<file path="src/rtl/alu_arb_pkg.sv">
// Shared types and helpers for the round-robin ALU arbiter.
// Optional feature macro: ALU_ARB_ILLEGAL_CHECK_EN (flags opcode 011 on rsp_err).
package alu_arb_pkg;

  localparam int ALU_W    = 8;
  // Widest requester ID needed for the largest legal NREQ (8).
  localparam int ID_MAX_W = 3;

  typedef enum logic [2:0] {
    ALU_AND  = 3'b000,
    ALU_OR   = 3'b001,
    ALU_ADD  = 3'b010,
    ALU_ANDN = 3'b100,
    ALU_ORN  = 3'b101,
    ALU_SUB  = 3'b110,
    ALU_SLT  = 3'b111
  } alu_op_e;

  typedef struct packed {
    logic                vld;
    logic [ID_MAX_W-1:0] id;
    logic [ALU_W-1:0]    a;
    logic [ALU_W-1:0]    b;
    logic [2:0]          f;
  } s1_t;

  // 011 is the only encoding without an operation behind it.
  function automatic logic alu_op_legal(input logic [2:0] f);
    return (f != 3'b011);
  endfunction

endpackage

</file>
<file path="src/rtl/alu8bitsHDL.sv">
// Combinational 8-bit ALU shared by all requesters; arithmetic wraps mod 256.
module alu8bitsHDL
  import alu_arb_pkg::*;
(
  input  logic [ALU_W-1:0] a,
  input  logic [ALU_W-1:0] b,
  input  logic [2:0]       f,
  output logic [ALU_W-1:0] y
);

  // Opcode decode; the illegal encoding falls through to zero.
  always_comb begin
    y = 8'h00;
    case (f)
      ALU_AND:  y = a & b;
      ALU_OR:   y = a | b;
      ALU_ADD:  y = a + b;
      ALU_ANDN: y = a & ~b;
      ALU_ORN:  y = a | ~b;
      ALU_SUB:  y = a - b;
      ALU_SLT:  y = ($signed(a) < $signed(b)) ? 8'h01 : 8'h00;
      default:  y = 8'h00;
    endcase
  end

endmodule

</file>
<file path="src/rtl/rr_arbiter.sv">
// Purely combinational round-robin picker: first set req at or above ptr, wrapping.
module rr_arbiter #(
  parameter int NREQ = 4,
  parameter int IDW  = $clog2(NREQ)
) (
  input  logic [NREQ-1:0] req,
  input  logic            en,
  input  logic [IDW-1:0]  ptr,
  output logic [NREQ-1:0] gnt,
  output logic [IDW-1:0]  gnt_idx
);

  // Scan NREQ positions starting at ptr; the first requesting one wins.
  always_comb begin
    logic           found_v;
    logic [IDW:0]   sum_v;
    logic [IDW-1:0] sel_v;
    gnt     = '0;
    gnt_idx = '0;
    found_v = 1'b0;
    sum_v   = '0;
    sel_v   = '0;
    for (int i = 0; i < NREQ; i++) begin
      sum_v = {1'b0, ptr} + (IDW+1)'(i);
      if (sum_v >= (IDW+1)'(NREQ)) begin
        sum_v = sum_v - (IDW+1)'(NREQ);
      end else begin
        sum_v = sum_v;
      end
      sel_v = sum_v[IDW-1:0];
      if (en && !found_v && req[sel_v]) begin
        gnt[sel_v] = 1'b1;
        gnt_idx    = sel_v;
        found_v    = 1'b1;
      end else begin
        found_v = found_v;
      end
    end
  end

endmodule

</file>
<file path="src/rtl/alu_rr_arbiter.sv">
// Shares one alu8bitsHDL among NREQ requesters: round-robin grant, S1 operand
// register, S2 result register (grant-to-result latency 2, one op per cycle).
// Optional feature macro: ALU_ARB_ILLEGAL_CHECK_EN adds rsp_err for opcode 011.
module alu_rr_arbiter
  import alu_arb_pkg::*;
#(
  parameter int NREQ = 4,
  parameter int IDW  = $clog2(NREQ)
) (
  input  logic              clk,
  input  logic              rst_n,
  input  logic [NREQ-1:0]   req,
  input  logic [NREQ*8-1:0] a_i,
  input  logic [NREQ*8-1:0] b_i,
  input  logic [NREQ*3-1:0] f_i,
  input  logic              hold,
  output logic [NREQ-1:0]   gnt,
  output logic              rsp_vld,
  output logic [IDW-1:0]    rsp_id,
  output logic [7:0]        rsp_y,
`ifdef ALU_ARB_ILLEGAL_CHECK_EN
  output logic              rsp_err,
`endif
  output logic              busy
);

  logic [IDW-1:0]   ptr_r;
  logic [IDW-1:0]   gnt_idx_s;
  logic             xfer_s;
  logic [ALU_W-1:0] sel_a_s;
  logic [ALU_W-1:0] sel_b_s;
  logic [2:0]       sel_f_s;
  logic [ALU_W-1:0] alu_y_s;
  s1_t              s1_r;

  rr_arbiter #(.NREQ(NREQ), .IDW(IDW)) u_rr_arbiter (
    .req     (req),
    .en      (~hold),
    .ptr     (ptr_r),
    .gnt     (gnt),
    .gnt_idx (gnt_idx_s)
  );

  // gnt is only ever set on a requesting bit, so any grant is a transfer.
  assign xfer_s = |gnt;

  // One-hot operand mux driven by the grant vector.
  always_comb begin
    sel_a_s = '0;
    sel_b_s = '0;
    sel_f_s = '0;
    for (int k = 0; k < NREQ; k++) begin
      if (gnt[k]) begin
        sel_a_s = a_i[k*8 +: 8];
        sel_b_s = b_i[k*8 +: 8];
        sel_f_s = f_i[k*3 +: 3];
      end else begin
        sel_a_s = sel_a_s;
      end
    end
  end

  // Round-robin pointer: moves just past the granted index, frozen otherwise.
  always_ff @(posedge clk or negedge rst_n) begin
    if (!rst_n) begin
      ptr_r <= '0;
    end else if (xfer_s) begin
      if (gnt_idx_s == IDW'(NREQ-1)) begin
        ptr_r <= '0;
      end else begin
        ptr_r <= gnt_idx_s + IDW'(1);
      end
    end else begin
      ptr_r <= ptr_r;
    end
  end

  // Issue stage: capture the granted operation; operands hold when idle.
  always_ff @(posedge clk or negedge rst_n) begin
    if (!rst_n) begin
      s1_r <= '0;
    end else if (xfer_s) begin
      s1_r.vld <= 1'b1;
      s1_r.id  <= ID_MAX_W'(gnt_idx_s);
      s1_r.a   <= sel_a_s;
      s1_r.b   <= sel_b_s;
      s1_r.f   <= sel_f_s;
    end else begin
      s1_r.vld <= 1'b0;
    end
  end

  alu8bitsHDL u_alu (
    .a (s1_r.a),
    .b (s1_r.b),
    .f (s1_r.f),
    .y (alu_y_s)
  );

  // Result stage: pulse rsp_vld per issued op; rsp_y keeps its last value when idle.
  always_ff @(posedge clk or negedge rst_n) begin
    if (!rst_n) begin
      rsp_vld <= 1'b0;
      rsp_id  <= '0;
      rsp_y   <= 8'h00;
`ifdef ALU_ARB_ILLEGAL_CHECK_EN
      rsp_err <= 1'b0;
`endif
    end else begin
      rsp_vld <= s1_r.vld;
      rsp_id  <= IDW'(s1_r.id);
`ifdef ALU_ARB_ILLEGAL_CHECK_EN
      rsp_err <= s1_r.vld & ~alu_op_legal(s1_r.f);
      if (s1_r.vld) begin
        rsp_y <= alu_op_legal(s1_r.f) ? alu_y_s : 8'h00;
      end else begin
        rsp_y <= rsp_y;
      end
`else
      if (s1_r.vld) begin
        rsp_y <= alu_y_s;
      end else begin
        rsp_y <= rsp_y;
      end
`endif
    end
  end

  assign busy = s1_r.vld | rsp_vld;

endmodule

</file>
<file path="config.mk">
export PLATFORM = sky130hd
export DESIGN_NAME = alu_rr_arbiter
export DESIGN_NICKNAME = d
export VERILOG_FILES = /design/src/rtl/alu_arb_pkg.sv /design/src/rtl/alu8bitsHDL.sv /design/src/rtl/rr_arbiter.sv /design/src/rtl/alu_rr_arbiter.sv
export SDC_FILE = /design/constraint.sdc
export NUM_CORES = 1
export LEC_CHECK = 0
export ABC_AREA = 1
export CAP_MARGIN = 20
export CORE_ASPECT_RATIO = 1.4
export CORE_MARGIN = 2
export CORE_UTILIZATION = 25
export CTS_BUF_LIST = sky130_fd_sc_hd__clkbuf_4 sky130_fd_sc_hd__clkbuf_8
export DETAILED_ROUTE_END_ITERATION = 10
export SYNTH_ARGS = -nofsm -noshare
export SYNTH_HDL_FRONTEND = slang
export SYNTH_SLANG_ARGS = --single-unit
</file>
<file path="constraint.sdc">
create_clock -name clk -period 3.4 [get_ports clk]
set_input_delay 0.68 -clock clk [delete_from_list [all_inputs] [get_ports clk]]
set_output_delay 0.68 -clock clk [all_outputs]
set_load 0.02 [all_outputs]
</file>
; ---- Word level (Yosys, flattened, before mapping)
; Index checks and enable logic that the tools add are counted.
[word_totals]
wordCells = 112
regBits = 35
output_inout_bits = 16
inputBits = 83
[op_classes]
add_sub_neg = 10
bitwise = 10
n_eq_ne = 7
n_lt_le_gt_ge = 13
reduce_logical = 16
muxes = 47
[op_table]
columns = cell, n
row1 = two-way mux 8 bit, 8
row2 = one-hot mux 8 bit (7 select lines), 1
row3 = two-way mux 2 bit, 9
row4 = bitwise AND 8 bit, 2
row5 = two-way mux 4 bit, 4
row6 = OR 8 bit, 2
row7 = two-way mux 1 bit, 13
row8 = "equality test 3 bit, second input constant", 4
row9 = "less-than comparator 2 x 3 -> 1 bit, second input constant", 4
row10 = two-way mux 3 bit, 4
row11 = OR 4 bit, 3
row12 = logical AND 1 bit, 11
row13 = "greater-or-equal comparator 3 bit, second input constant", 3
row14 = adder 8 bit, 1
row15 = binary-select mux 1 bit (select 2 bit), 4
row16 = demux 1 bit (select 2 bit), 4
row17 = "greater-or-equal comparator 2 x 1 -> 1 bit, second input constant", 4
row18 = less-than comparator 8 bit, 1
row19 = inverter 8 bit, 1
row20 = "subtractor 2 x 1 -> 2 bit, second input constant", 4
row21 = subtractor 8 bit, 1
row22 = "adder 2 x 2 -> 3 bit, second input constant", 2
row23 = OR reduction 4 bit, 1
row24 = "adder 2 x 1 -> 3 bit, second input constant", 1
row25 = other kinds (9), 11

; ---- Depth between registers and ports, before layout
[logic_depth]
word_depth = 22
depth_mapped = 15

; ---- By module
; From an unflattened synthesis, not the netlist that was laid out.
[hier_totals]
cells_unflattened = 534
hier_area_um2 = 3613.5
[by_module_without_submodules]
columns = mod, cells_per_inst, area_each_um2, instances
row1 = alu_rr_arbiter, 250, 1974.4, 1
row2 = alu8bitsHDL, 202, 1133.6, 1
row3 = rr_arbiter, 82, 505.5, 1

; ---- Least setup slack after synthesis
; Ideal clock, no wire load.
[synth_timing]
path_type = reg-to-output
startpoint = register ptr_r[0]
endpoint = output gnt[3]
arrival_time_ps = 1959
setup_slack_ps = 761
n_path_buf = 1
path_stages_with_launch = 13
cell_sequence = dfrtp_1 inv_2 ha_1 inv_1 nand3_2 nand2_4 inv_4 nor2_8 nand2_2 inv_2 nand2_2 nand3b_4 buf_2
[synth_between]
elab_chain_cells = 18
[synth_lines]
columns = element, line
row1 = start: declaration, alu_rr_arbiter.sv:27  ; logic [IDW-1:0] ptr_r;
row2 = start signal: assignment, alu_rr_arbiter.sv:71  ; ptr_r <= gnt_idx_s + IDW'(1);
row3 = start signal: assignment, alu_rr_arbiter.sv:74  ; ptr_r <= ptr_r;
row4 = "parallel branches: the longest is 17 deep, another holds adder 2 x 1 -> 3 bit", -
row5 = two-way mux 4 bit *, rr_arbiter.sv:31  ; if (en && !found_v && req[sel_v]) begin
row6 = end: declaration, alu_rr_arbiter.sv:17  ; output logic [NREQ-1:0] gnt,
; Every way passes the cells marked *. The select of a mux whose other input is x is not followed.

; ---- Worst setup path after layout
[layout_timing]
startpoint = input req[1]
endpoint = output gnt[3]
[layout_between]
elab_chain_cells = 16
[layout_lines]
columns = element, line
row1 = start: declaration, alu_rr_arbiter.sv:12  ; input logic [NREQ-1:0] req,
row2 = binary-select mux 1 bit (select 2 bit), rr_arbiter.sv:31
row3 = two-way mux 1 bit (not written as such), rr_arbiter.sv:31
row4 = logical AND 1 bit, rr_arbiter.sv:31
row5 = two-way mux 1 bit, rr_arbiter.sv:31
row6 = logical NOT 1 bit, rr_arbiter.sv:31
row7 = logical AND 1 bit (2 in a row), rr_arbiter.sv:31
row8 = two-way mux 1 bit, rr_arbiter.sv:31
row9 = logical NOT 1 bit, rr_arbiter.sv:31
row10 = logical AND 1 bit (2 in a row), rr_arbiter.sv:31
row11 = two-way mux 1 bit, rr_arbiter.sv:31
row12 = logical NOT 1 bit, rr_arbiter.sv:31
row13 = logical AND 1 bit (2 in a row), rr_arbiter.sv:31
row14 = two-way mux 4 bit *, rr_arbiter.sv:31
; Every way passes the cells marked *; elsewhere a longest branch is shown, timed or not. The select of a mux whose other input is x is not followed.

==> results.cfg <==
[setup_path]
cp-start-kind = primary input
path_max_fanout = 5
slowest_stage = clkdlybuf4s50_1
path_cells = clkdlybuf4s50_1, nand2_1, nand3_1, and2_4, nor2_2, nand2_2, inv_2, nand2_2, nand3b_4, clkdlybuf4s50_1
path_class = in2out
cp.arrival_ns = 2.61
cp_slowest_stage_delay_ns = 0.62
cp_data_required_time_ns = 2.72
cp-end-kind = output port

[clock_tree]
cts-root-buf = clkbuf_8
cts_buffer_depth = 2
h-tree-depth = 2
cts_made_buffers = 5
clock_sinks = 35
hold_buffers = 0
clk_latency_ns = 0.29
clk_pin_slew_ns = 0.07
cts_setup_buffers = 0
cts.repair.resized = 0
cts_tree = built

[drt]
routed-via-count = 3619
first_pass_iters = 4
vias_per_cell = 4.66
post_drt_wl_per_cell_um = 13.8
ant_nets = 0
first_iter_violations = 186
drc = 0
routed_wl_um = 10700

[global_routing]
grt_pass1_vias = 3693
overflow = 0
grt_pass1_wl_um = 17300
grt_usage = 0.141
grt_max_degree = 40
grt_antenna_before_repair = 0

[yosys]
ys.warnings.count = 0
synth_area_sq_mm = 0.00354
synth_edf_count = 0
ys.flop_type = dfrtp_1
synthCells = 498
yosysUniqueCellTypes = 44
syn_avg_cell_area_sq_um = 7.11
async_reset_ff_frac = 1.00
netlist_top_cells_area = dfrtp_1, nand2_1, nand3_1
yosysTopAreaCellShare = 0.247
syn_nets = 606
yosysSeqAreaShare = 0.247
ys_ff_latch = 35
synth_top_cell_by_area = dfrtp_1

[pwr]
leakagePower_nw = 2.30
irDropWorstVdd_mv = 0.788
p_seq_frac = 0.183
p_comb_frac = 0.744
clkPwrFrac = 0.073
sw_frac_of_total = 0.541
powerDensity_mw_per_mm2 = 1060
p_switching_mw = 2.74
p_int_mw = 2.33

[sta]
rsz0062_at_grt = false
post-route-min-period_ns = 3.29
setup_tns_ns = 0
setup_viol = 0
slew_violations = 0
finalHoldViolations = 0
maxClockFrequency_mhz = 304
maxSlewHeadroom = 0.487
tightestPinTransition_ns = 0.770
skew_ns = 0.00749
whs_ns = 0.379
timing.final.crit_share = 0.967

[final_layout]
antenna_cells = 0
finish.utilization = 0.342
fillCellCount = 1532
area_growth_pct = 34.3
final_net_count = 699
drive_above_1_share = 0.137

[floorplanning]
ioPinCount = 99
die_area_sq_mm = 0.0152
num_rows = 51
die_w_um = 105
start_util = 0.255
dieHeight_um = 145
coreArea_sq_mm = 0.0139

[flow_run]
drv_cap = 0

[place]
io_buffers = 98
dp_hpwl_um = 8870
gp_congestion = 0.866

[status]
status = finished, final reports clean

[worst_hold_path]
min_path_type = reg2reg
## final cells by class
class	instances	area [sq um]	area share
well taps	185	231	0.0487
clock inverters	3	43.8	0.00921
multi-input cells	385	2270	0.478
repair buffers	107	1040	0.219
flip-flops and latches	35	876	0.184
clock buffers	5	68.8	0.0145
inverters	57	219	0.0460
## cells in the mapped netlist, types with 4 or more instances
master and n:
nand2_2 17, buf_2 7, dfrtp_1 35, nand3_2 17, a21oi_2 10, inv_2 4, inv_1 50, ha_1 23
a21oi_1 41, nand2_1 124, nand3_1 77, nor2_1 14, o21ai_0 17, buf_4 5, xnor2_1 6
## sequential cells by signal, indices dropped and copies added, names as in the netlist
signal   count
s1_r        22
ptr_r        2
rsp_id       2
rsp_vld      1
rsp_y        8
## cells in the final DEF (no fill, tap or decap), types with 2 or more instances in the layout
cell / Yosys / final
o2111ai_1: 3 / 3
dfrtp_1: 35 / 35
a2bb2oi_1: 3 / 3
nand4_1: 2 / 2
inv_4: 2 / 2
nand2_4: 2 / 2
inv_1: 50 / 50
inv_2: 4 / 4
a21boi_0: 2 / 2
nor2_4: 3 / 3
o21ai_0: 17 / 17
nor2_1: 14 / 14
fa_1: 2 / 2
nand3_2: 17 / 17
nand3b_1: 3 / 3
clkbuf_8: 0 / 5
nor2_2: 2 / 2
or2_2: 2 / 2
nand2_1: 124 / 124
buf_4: 5 / 9
xnor2_1: 6 / 6
a21oi_1: 41 / 41
nand3_1: 77 / 77
a21oi_2: 10 / 10
o211ai_1: 2 / 2
nand2_2: 17 / 17
clkdlybuf4s50_1: 0 / 97
ha_1: 23 / 23
xor2_1: 3 / 3
## critical path: cells and delay by family
family                 cells  cell delay, ns
and+or+nand+nor            7            0.83
buffers and inverters      3            1.12
## final timing paths
check / startpoint / end / slack, ns / depth (start not counted)
max: req[1] / gnt[3] / 0.11 / 10
min: s1_r[19] / rsp_id[0] / 0.38 / 0
max reg2reg: ptr_r[0] / ptr_r[1] / 0.68 / 15
min reg2reg: s1_r[19] / rsp_id[0] / 0.38 / 0
max in group asynchronous: rst_n / ptr_r[0] / 2.44 / 1
min in group asynchronous: rst_n / rsp_vld / 0.45 / 1
## cells by family (layout without fill, tap and decap cells)
kind of cell / count (synthesis) / after routing / synth area share
adder cells (fa/ha/maj): 25 / 25 / 0.0925
buffers and inverters: 78 / 172 / 0.111
XOR/XNOR: 9 / 9 / 0.0223
AO/OA/AOI/OAI: 83 / 83 / 0.141
AND/OR/NAND/NOR: 268 / 268 / 0.386
flip-flops: 35 / 35 / 0.247
## per-layer routing
layer  wire length [um]  global-route usage
met1               4070               0.145
met2               5830               0.280
met3                418              0.0197
met4                413              0.0681
met5                  0                   0
## power groups by stage
stage	Clock (mW)	Combinational, mW	Sequential, mW
4_1_cts	0.384	3.80	0.930
3_5_place_dp	0	3.78	0.939
3_3_place_gp	0	3.75	0.930
6_report	0.372	3.77	0.926
2_1_floorplan	0	2.87	0.886
5_1_grt	0.400	4.24	0.964
## through the flow
step	area, sq um	instances	power, mW	worst slack, ns
after floorplan	3540	498	3.76	0.761
after global placement	4640	769	4.68	0.175
after detailed placement	4640	769	4.72	0.115
after CTS	4760	777	5.11	0.106
after global routing	4760	777	5.61	0.00265
final	4760	777	5.06	0.111
(Power assumes the default switching activity.)
